File: src/rtl/mem_arbiter_pkg.sv
// Shared types for the fetch/data memory arbiter.
// Also carries the core-wide default word and address widths.
package mem_arbiter_pkg;

  localparam int unsigned DEF_WIDTH = 32;
  localparam int unsigned DEF_AW    = 6;

  typedef enum logic {
    PRIO_D,
    PRIO_IF
  } arb_state_e;

  typedef enum logic [1:0] {
    OWN_NONE,
    OWN_IF,
    OWN_D
  } owner_e;

endpackage

File: src/rtl/mem_arbiter.sv
// Shares one single-port word memory between fetch and data access.
// Data wins by default; a starvation counter forces fetch priority.
module mem_arbiter
  import mem_arbiter_pkg::*;
#(
  parameter int unsigned WIDTH      = DEF_WIDTH,
  parameter int unsigned AW         = DEF_AW,
  parameter int unsigned STARVE_MAX = 4
) (
  input  logic             clk,
  input  logic             reset,
  input  logic             if_req,
  input  logic [AW-1:0]    if_addr,
  output logic             if_gnt,
  output logic             if_rvalid,
  output logic [WIDTH-1:0] if_rdata,
  input  logic             d_req,
  input  logic             d_we,
  input  logic [AW-1:0]    d_addr,
  input  logic [WIDTH-1:0] d_wdata,
  output logic             d_gnt,
  output logic             d_rvalid,
  output logic [WIDTH-1:0] d_rdata,
  output logic             stall_fetch,
  output logic             stall_mem,
  output logic             mem_en,
  output logic             mem_we,
  output logic [AW-1:0]    mem_addr,
  output logic [WIDTH-1:0] mem_wdata,
  input  logic [WIDTH-1:0] mem_rdata
);

  localparam int unsigned CW = $clog2(STARVE_MAX + 1);
  localparam logic [CW-1:0] SMAX = CW'(STARVE_MAX);

  arb_state_e      state_q, state_d;
  logic [CW-1:0]   starve_q, starve_d;
  owner_e          rd_own_q, rd_own_d;

  // Grant selection; nothing is granted while reset is held.
  always_comb begin
    if_gnt = 1'b0;
    d_gnt  = 1'b0;
    if (!reset) begin
      unique case (state_q)
        PRIO_D: begin
          d_gnt  = d_req;
          if_gnt = if_req & ~d_req;
        end
        PRIO_IF: begin
          if_gnt = if_req;
          d_gnt  = d_req & ~if_req;
        end
      endcase
    end
  end

  // Starvation count, priority flip and read-owner tag for next cycle.
  always_comb begin
    starve_d = '0;
    state_d  = state_q;
    rd_own_d = OWN_NONE;
    if (if_req && !if_gnt) begin
      starve_d = (starve_q == SMAX) ? SMAX : starve_q + CW'(1);
    end
    unique case (state_q)
      PRIO_D:  if (starve_d == SMAX) state_d = PRIO_IF;
      PRIO_IF: if (if_gnt)           state_d = PRIO_D;
    endcase
    if (if_gnt) begin
      rd_own_d = OWN_IF;
    end else if (d_gnt && !d_we) begin
      rd_own_d = OWN_D;
    end
  end

  // State, counter and owner registers.
  always_ff @(posedge clk) begin
    if (reset) begin
      state_q  <= PRIO_D;
      starve_q <= '0;
      rd_own_q <= OWN_NONE;
    end else begin
      state_q  <= state_d;
      starve_q <= starve_d;
      rd_own_q <= rd_own_d;
    end
  end

  // Memory side driven by whichever port holds the grant.
  always_comb begin
    mem_addr  = '0;
    mem_wdata = '0;
    if (if_gnt) begin
      mem_addr = if_addr;
    end else if (d_gnt) begin
      mem_addr  = d_addr;
      mem_wdata = d_wdata;
    end
  end

  assign mem_en      = if_gnt | d_gnt;
  assign mem_we      = d_gnt & d_we;
  assign stall_fetch = if_req & ~if_gnt;
  assign stall_mem   = d_req & ~d_gnt;

  // A read in flight when reset arrives is dropped.
  assign if_rvalid = (rd_own_q == OWN_IF) & ~reset;
  assign d_rvalid  = (rd_own_q == OWN_D) & ~reset;
  assign if_rdata  = if_rvalid ? mem_rdata : '0;
  assign d_rdata   = d_rvalid ? mem_rdata : '0;

endmodule

File: config.mk
export PLATFORM = sky130hd
export DESIGN_NAME = mem_arbiter
export DESIGN_NICKNAME = d
export VERILOG_FILES = /design/src/rtl/mem_arbiter_pkg.sv /design/src/rtl/mem_arbiter.sv
export SDC_FILE = /design/constraint.sdc
export NUM_CORES = 1
export LEC_CHECK = 0
export CORE_ASPECT_RATIO = 0.6
export CORE_MARGIN = 3
export CORE_UTILIZATION = 23
export CTS_CLUSTER_DIAMETER = 150
export DETAILED_ROUTE_END_ITERATION = 6
export PLACE_DENSITY = 0.91
export SYNTH_ARGS = -nofsm -noshare
export SYNTH_HDL_FRONTEND = slang
export SYNTH_SLANG_ARGS = --single-unit
export TNS_END_PERCENT = 100
File: constraint.sdc
create_clock -name clk -period 3 [get_ports clk]
set_input_delay 0.3 -clock clk [delete_from_list [all_inputs] [get_ports clk]]
set_output_delay 0.3 -clock clk [all_outputs]
set_load 0.01 [all_outputs]
==> results of run 1 <==
==> through the flow <==
stage          std cells  total power (W)  hold slack (ps)  setup WS (ps)  utilization [%]
3_3_place_gp         390         0.000355              477            442             69.8
3_5_place_dp         390         0.000359              484            375             69.8
6_report             393         0.000474              493            388             70.8
2_1_floorplan        149         0.000164              457           1660                -
5_1_grt              393         0.000504              513            203             70.8
4_1_cts              393         0.000481              497            380             70.8
==> per-layer routing <==
metal / vias to the layer above / track usage (%) / routed length [um]
met2: 94 / 33.7 / 2770
li1: 868 / - / -
met3: 8 / 6.60 / 639
met1: 722 / 18.9 / 1940
met5: - / 0 / 0
met4: 0 / 4.93 / 81
==> flip-flops by register name, indices dropped and copies added (netlist names) <==
register  cells
rd_own_q      2
starve_q      3
state_q       1
==> final cells by class <==
cell class | count | area share, %
Sequential cell | 6 | 3.92
Timing Repair Buffer | 195 | 63.3
Multi-Input combinational cell | 127 | 28.7
Tap cell | 60 | 2.45
Inverter | 2 | 0.245
Clock buffer | 3 | 1.35
==> tightest hold or removal path, cell delays in order (launching register included) <==
cell and delay, ps:
dfxtp_1 320, nand2_1 60, o31ai_1 60
==> power by group through the flow <==
stage	logic (W)	registers [W]	clock network, W
finish	0.000272	0.0000832	0.000119
global route	0.000292	0.0000835	0.000128
CTS	0.000275	0.0000832	0.000122
detailed placement	0.000275	0.0000844	0
global placement	0.000270	0.0000844	0
floorplan	0.0000802	0.0000842	0
==> Yosys cell counts <==
cell type / instances
a22o_2: 2
buf_2: 6
nand3b_1: 1
nor3b_2: 2
nand2_1: 2
o21ai_0: 1
or2_1: 1
and3_1: 10
dfxtp_1: 6
a21oi_2: 1
and2_4: 1
a22o_1: 4
o21a_1: 1
clkbuf_2: 1
clkbuf_1: 5
nor2b_1: 2
buf_6: 2
and3_2: 24
a21o_1: 1
nor2_1: 2
inv_1: 2
and2b_2: 3
ha_1: 2
o31ai_1: 1
and2_1: 64
o2111ai_1: 1
nor2b_2: 1
==> worst paths after layout <==
check,end,cells after the start
min reg2reg,state_q,2
max reg2reg,state_q,4
min,state_q,2
max,mem_addr[3],5
==> cell families (layout without fill, tap and decap cells) <==
logic type | Yosys count | count (layout)
flip-flops | 6 | 6
AND/OR/NAND/NOR | 113 | 113
buffers and inverters | 16 | 200
adder cells (fa/ha/maj) | 2 | 2
AO/OA/AOI/OAI | 12 | 12
==> summary.txt, run 1 <==
Outcome: completed
Synth top area share: 37.0%
H-tree Lvls: 1
Synthesized flop and latch total: 6
Final setup TNS: 0 ps
Critical path data arrival time: 2310 ps
Most frequent cells in the layout: 190 x clkdlybuf4s50_1, 64 x and2_1, 24 x and3_2
RSZ-0062 raised after global routing: false
Compound-gate portion of the synthesized area: 9.25%
Pre-Repair DR Iteration Count: 4
P&R area growth vs syn: 183%
Register area: 120 um2
Hold_sp: state_q
# fillers: 357
Crit path cell chain: clkdlybuf4s50_1 -> nor2b_2 -> nor2b_1 -> a22o_1 -> clkdlybuf4s50_1
Count of input and output buffers: 190
Peak Freq: 383 MHz
Critical Path Fanout Max: 8
Commonest non-fill, non-tap cell in the layout: clkdlybuf4s50_1
Top cells by area, synth: and2_1 37%, and3_2 17%, dfxtp_1 11%
Sequential element share of the synthesized area: 11.1%
Initial Utilization: 25.0%
CTS resizes: 0
Fin. Hold Viols: 0
Die height: 59.1 um
Initial antenna violation count: 0
WS Path Type: input port to primary output
CP startpoint kind: input port
Clock net sink count: 6
Final Routed Wirelength: 5420 um
Multi-input gate area: 878 um2
Reg-to-reg slack, setup: 1870 ps
Distinct cells, synth: 27
RD Place Congestion: 0.724
WP buf/inv: 2
CTS tree: built
Combinational power share: 57.4%
Max Cap Viol: 0
Post-synth net total: 232
Max VDD drop: 0.115 mV
Sequential Power Share: 17.6%
Fin area: 0.00306 mm2
Clk_lat worst skew: 220 ps
Wirelength per Cell: 13.8 um
ANT cells: 0
Synthesized instance count: 149
Post-synthesis simple-gate area fraction: 69.6%
Largest family of logic cells by synthesized area: simple AND/OR/NAND/NOR gates
Post-Synth XOR/XNOR Area: 0%
Post-DP Area: 0.00302 mm2
Worst slew pin tran: 555 ps
DRT iter0 DRCs: 33
Hold/Removal Path Class: flop to flop
Synthesized area: 0.00108 mm2
Leakage: 1.26 nW
Post-synthesis mux area share: 0%
Synth warn: 0
Critical path's top delay family: buffers and inverters
Final Slew Violations: 0
Postcts setup bufs: 0
TritonCTS buffer count: 3
I/O Pins: 191
Total Routing Usage GR: 17.9%
Vias: 1,692
Antenna Nets Post-Route: 0
Core area: 0.00432 mm2
Nets: 418
Chip width: 94.6 um
WP data required: 2700 ps
P_sw: 0.000119 W
Critical Path Source: reset
Final setup viols: 0
Reg2reg start: state_q
Clock power share: 25.0%
Clk root buf: clkbuf_8
Cell area power density: 155 mW/mm2
Vias/cell: 4.31
CP max stage cell: clkdlybuf4s50_1
Global-route wire length before repair: 7990 um
Clock Path Buffers: 2
Power Internal: 0.000355 W
Layout cells sized above 1: 12.6%
Vias in the first global route: 1,661
Switching share of total power: 25.0%
Clock transition at the registers of the reported paths: 40 ps
Fin crit share: 87.1%
Die area: 0.00559 mm2
DP HPWL: 4760 um
Synthesized-area fraction occupied by adder cells: 2.31%
Largest net degree at the start of global routing: 36
Cell mode on critical path: clkdlybuf4s50_1
Overflow after GRT: 0
Slowest Stage Delay on Critical Path: 540 ps
Setup Skew: 1.86 ps
Row cnt: 18
Area leader, netlist: and2_1
Setup crit end kind: primary output
Hold buffers post-CTS: 0
Post-Syn Area per Cell: 7.26 um2
Drt drc: 0
Min Tclk post-route: 2610 ps
Relative slew slack: 62.9%
Power figures use the tool's default switching activity.
==> run 2, diff against run 1 <==
--- a/config.mk
+++ b/config.mk
@@ -10,7 +10,9 @@
 export CORE_UTILIZATION = 23
 export CTS_CLUSTER_DIAMETER = 150
 export DETAILED_ROUTE_END_ITERATION = 6
+export GPL_TIMING_DRIVEN = 0
 export PLACE_DENSITY = 0.91
+export RECOVER_POWER = 100
 export SYNTH_ARGS = -nofsm -noshare
 export SYNTH_HDL_FRONTEND = slang
 export SYNTH_SLANG_ARGS = --single-unit
==> summary.txt, run 2 (same netlist as run 1, synthesis figures left out) <==
Outcome: completed
Commonest non-fill, non-tap cell in the layout: clkdlybuf4s50_1
Fin util: 71.4% (+0.61 points)
Vias/cell: 4.27 (-0.91%)
Final Slew Violations: 0 (unchanged)
Most frequent cells in the layout: 136 x clkdlybuf4s50_1, 54 x dlygate4sd3_1, 50 x and2_1
Critical path data arrival time: 2440 ps (+130 ps)
WS Path Type: input port to primary output
Initial Utilization: 25.0% (unchanged)
Clock Path Buffers: 2 (unchanged)
Initial antenna violation count: 0 (unchanged)
Crit path cell chain: dlygate4sd3_1 -> nor3b_2 -> clkbuf_1 -> and2_1 -> dlygate4sd3_1
Critical path's top delay family: buffers and inverters
Clk root buf: clkbuf_8
Power Internal: 0.000347 W (-2.5%)
CP max stage cell: dlygate4sd3_1
Critical Path Fanout Max: 10 (+2)
Row cnt: 18 (unchanged)
Top Registers: starve_q (3), rd_own_q (2), state_q (1)
Drt drc: 0 (unchanged)
RSZ-0062 raised after global routing: false
Die area: 0.00559 mm2 (unchanged)
Setup Skew: 1.87 ps (+0.0178 ps)
P_sw: 0.000119 W (+0.60%)
Total Routing Usage GR: 18.1% (+0.26 points)
DRT iter0 DRCs: 43 (+30%)
WP data required: 2700 ps (about the same)
Chip width: 94.6 um (unchanged)
H-tree Lvls: 1 (unchanged)
Relative slew slack: 77.3% (+14 points)
CTS tree: built
Postcts setup bufs: 0 (unchanged)
Leakage: 1.40 nW (+11%)
Switching share of total power: 25.6% (+0.59 points)
Combinational power share: 56.7% (-0.7 points)
Antenna Nets Post-Route: 0 (unchanged)
Max FFs per register: 3 (unchanged)
Global-route wire length before repair: 8000 um (about the same)
Min Tclk post-route: 2740 ps (+129 ps)
Fin area: 0.00309 mm2 (+0.86%)
Final setup TNS: 0 ps (unchanged)
Hold/Removal Path Class: flop to flop
Post-DP Area: 0.00306 mm2 (+1.3%)
Max Cap Viol: 0 (unchanged)
TritonCTS buffer count: 3 (unchanged)
Sequential Power Share: 17.9% (+0.3 points)
WP buf/inv: 3 (+1)
Worst slew pin tran: 339 ps (-216 ps)
Vias in the first global route: 1,599 (-3.7%)
Setup crit end kind: primary output
Slowest Stage Delay on Critical Path: 650 ps (+110 ps)
I/O Pins: 191 (unchanged)
Clk_lat worst skew: 220 ps (about the same)
Max VDD drop: 0.136 mV (+19%)
Pre-Repair DR Iteration Count: 4 (unchanged)
Hold buffers post-CTS: 0 (unchanged)
Clock power share: 25.5% (+0.5 points)
Cell mode on critical path: dlygate4sd3_1
RD Place Congestion: 0.833 (+15%)
Wirelength per Cell: 13.6 um (-1.3%)
Nets: 427 (+2.2%)
Final setup viols: 0 (unchanged)
Overflow after GRT: 0 (unchanged)
Fin crit share: 91.3% (+4.3 points)
DP HPWL: 4980 um (+4.6%)
Cell area power density: 151 mW/mm2 (-2.6%)
Core area: 0.00432 mm2 (unchanged)
Fin. Hold Viols: 0 (unchanged)
Layout cells sized above 1: 10.8% (-1.8 points)
Largest net degree at the start of global routing: 11 (-69%)
Peak Freq: 365 MHz (-4.7%)
Count of input and output buffers: 190 (unchanged)
Clock net sink count: 6 (unchanged)
Worst hold slack: 481 ps (-11.2 ps)
CP startpoint kind: input port
ANT cells: 0 (unchanged)
Biggest register: starve_q
P&R area growth vs syn: 185%
Clock transition at the registers of the reported paths: 30 ps (about the same)
Die height: 59.1 um (unchanged)
CTS resizes: 0 (unchanged)
Final Routed Wirelength: 5480 um (+0.98%)
Vias: 1,715 (+1.4%)
run 2: changes by cell type in the layout (fill, tap and decap cells not counted):
| cell | delta |
|---|---|
| buf_6 | +2 |
| and2b_2 | -1 |
| and2b_1 | +1 |
| and2_1 | -14 |
| clkbuf_1 | +12 |
| buf_4 | -5 |
| and2_0 | +15 |
| dlygate4sd3_1 | +54 |
| and2_4 | -1 |
| clkdlybuf4s50_1 | -54 |
run 2: worst reg2reg max path, cell delays in order, from the launching register on:
cell and delay (ps):
dfxtp_1 310, a21oi_2 310, clkbuf_1 320, nand2_1 90
o31ai_1 70
run 2: power by group through the flow:
stage / Sequential [W] / Clock [W] / Combinational [W]
2_1_floorplan: 0.0000842 / 0 / 0.0000802
3_3_place_gp: 0.0000843 / 0 / 0.000273
3_5_place_dp: 0.0000844 / 0 / 0.000278
4_1_cts: 0.0000832 / 0.000121 / 0.000279
5_1_grt: 0.0000835 / 0.000128 / 0.000284
6_report: 0.0000832 / 0.000119 / 0.000264
run 2: stage by stage:
stage | worst slack [ps] | cells | total power, W
3_3_place_gp | 395 | 399 | 0.000358
2_1_floorplan | 1660 | 149 | 0.000164
6_report | 260 | 402 | 0.000466
4_1_cts | 397 | 402 | 0.000483
3_5_place_dp | 390 | 399 | 0.000362
5_1_grt | 113 | 402 | 0.000496
run 2: final cells by class:
type                       instances  area [um2]
timing repair buffer             190        1900
fill                             370        1240
multi-input combinational        127         875
sequential                         6         120
tap                               60        75.1
buffer                            14        67.6
clock buffer                       3        41.3
inverter                           2        7.51
run 2: final timing paths:
kind           start          end  slack, ps  depth (start not counted)
min reg2reg  state_q      state_q        480                          2
min          state_q      state_q        480                          2
max reg2reg  state_q      state_q       1800                          4
max            reset  d_rdata[21]        260                          5
run 2: metal layers:
metal  global-route usage, %  part of all wire (%)
met2                    34.1                    52
met3                    5.46                    10
met4                    3.70                  0.73
met1                    20.5                    37
met5                       0                     0
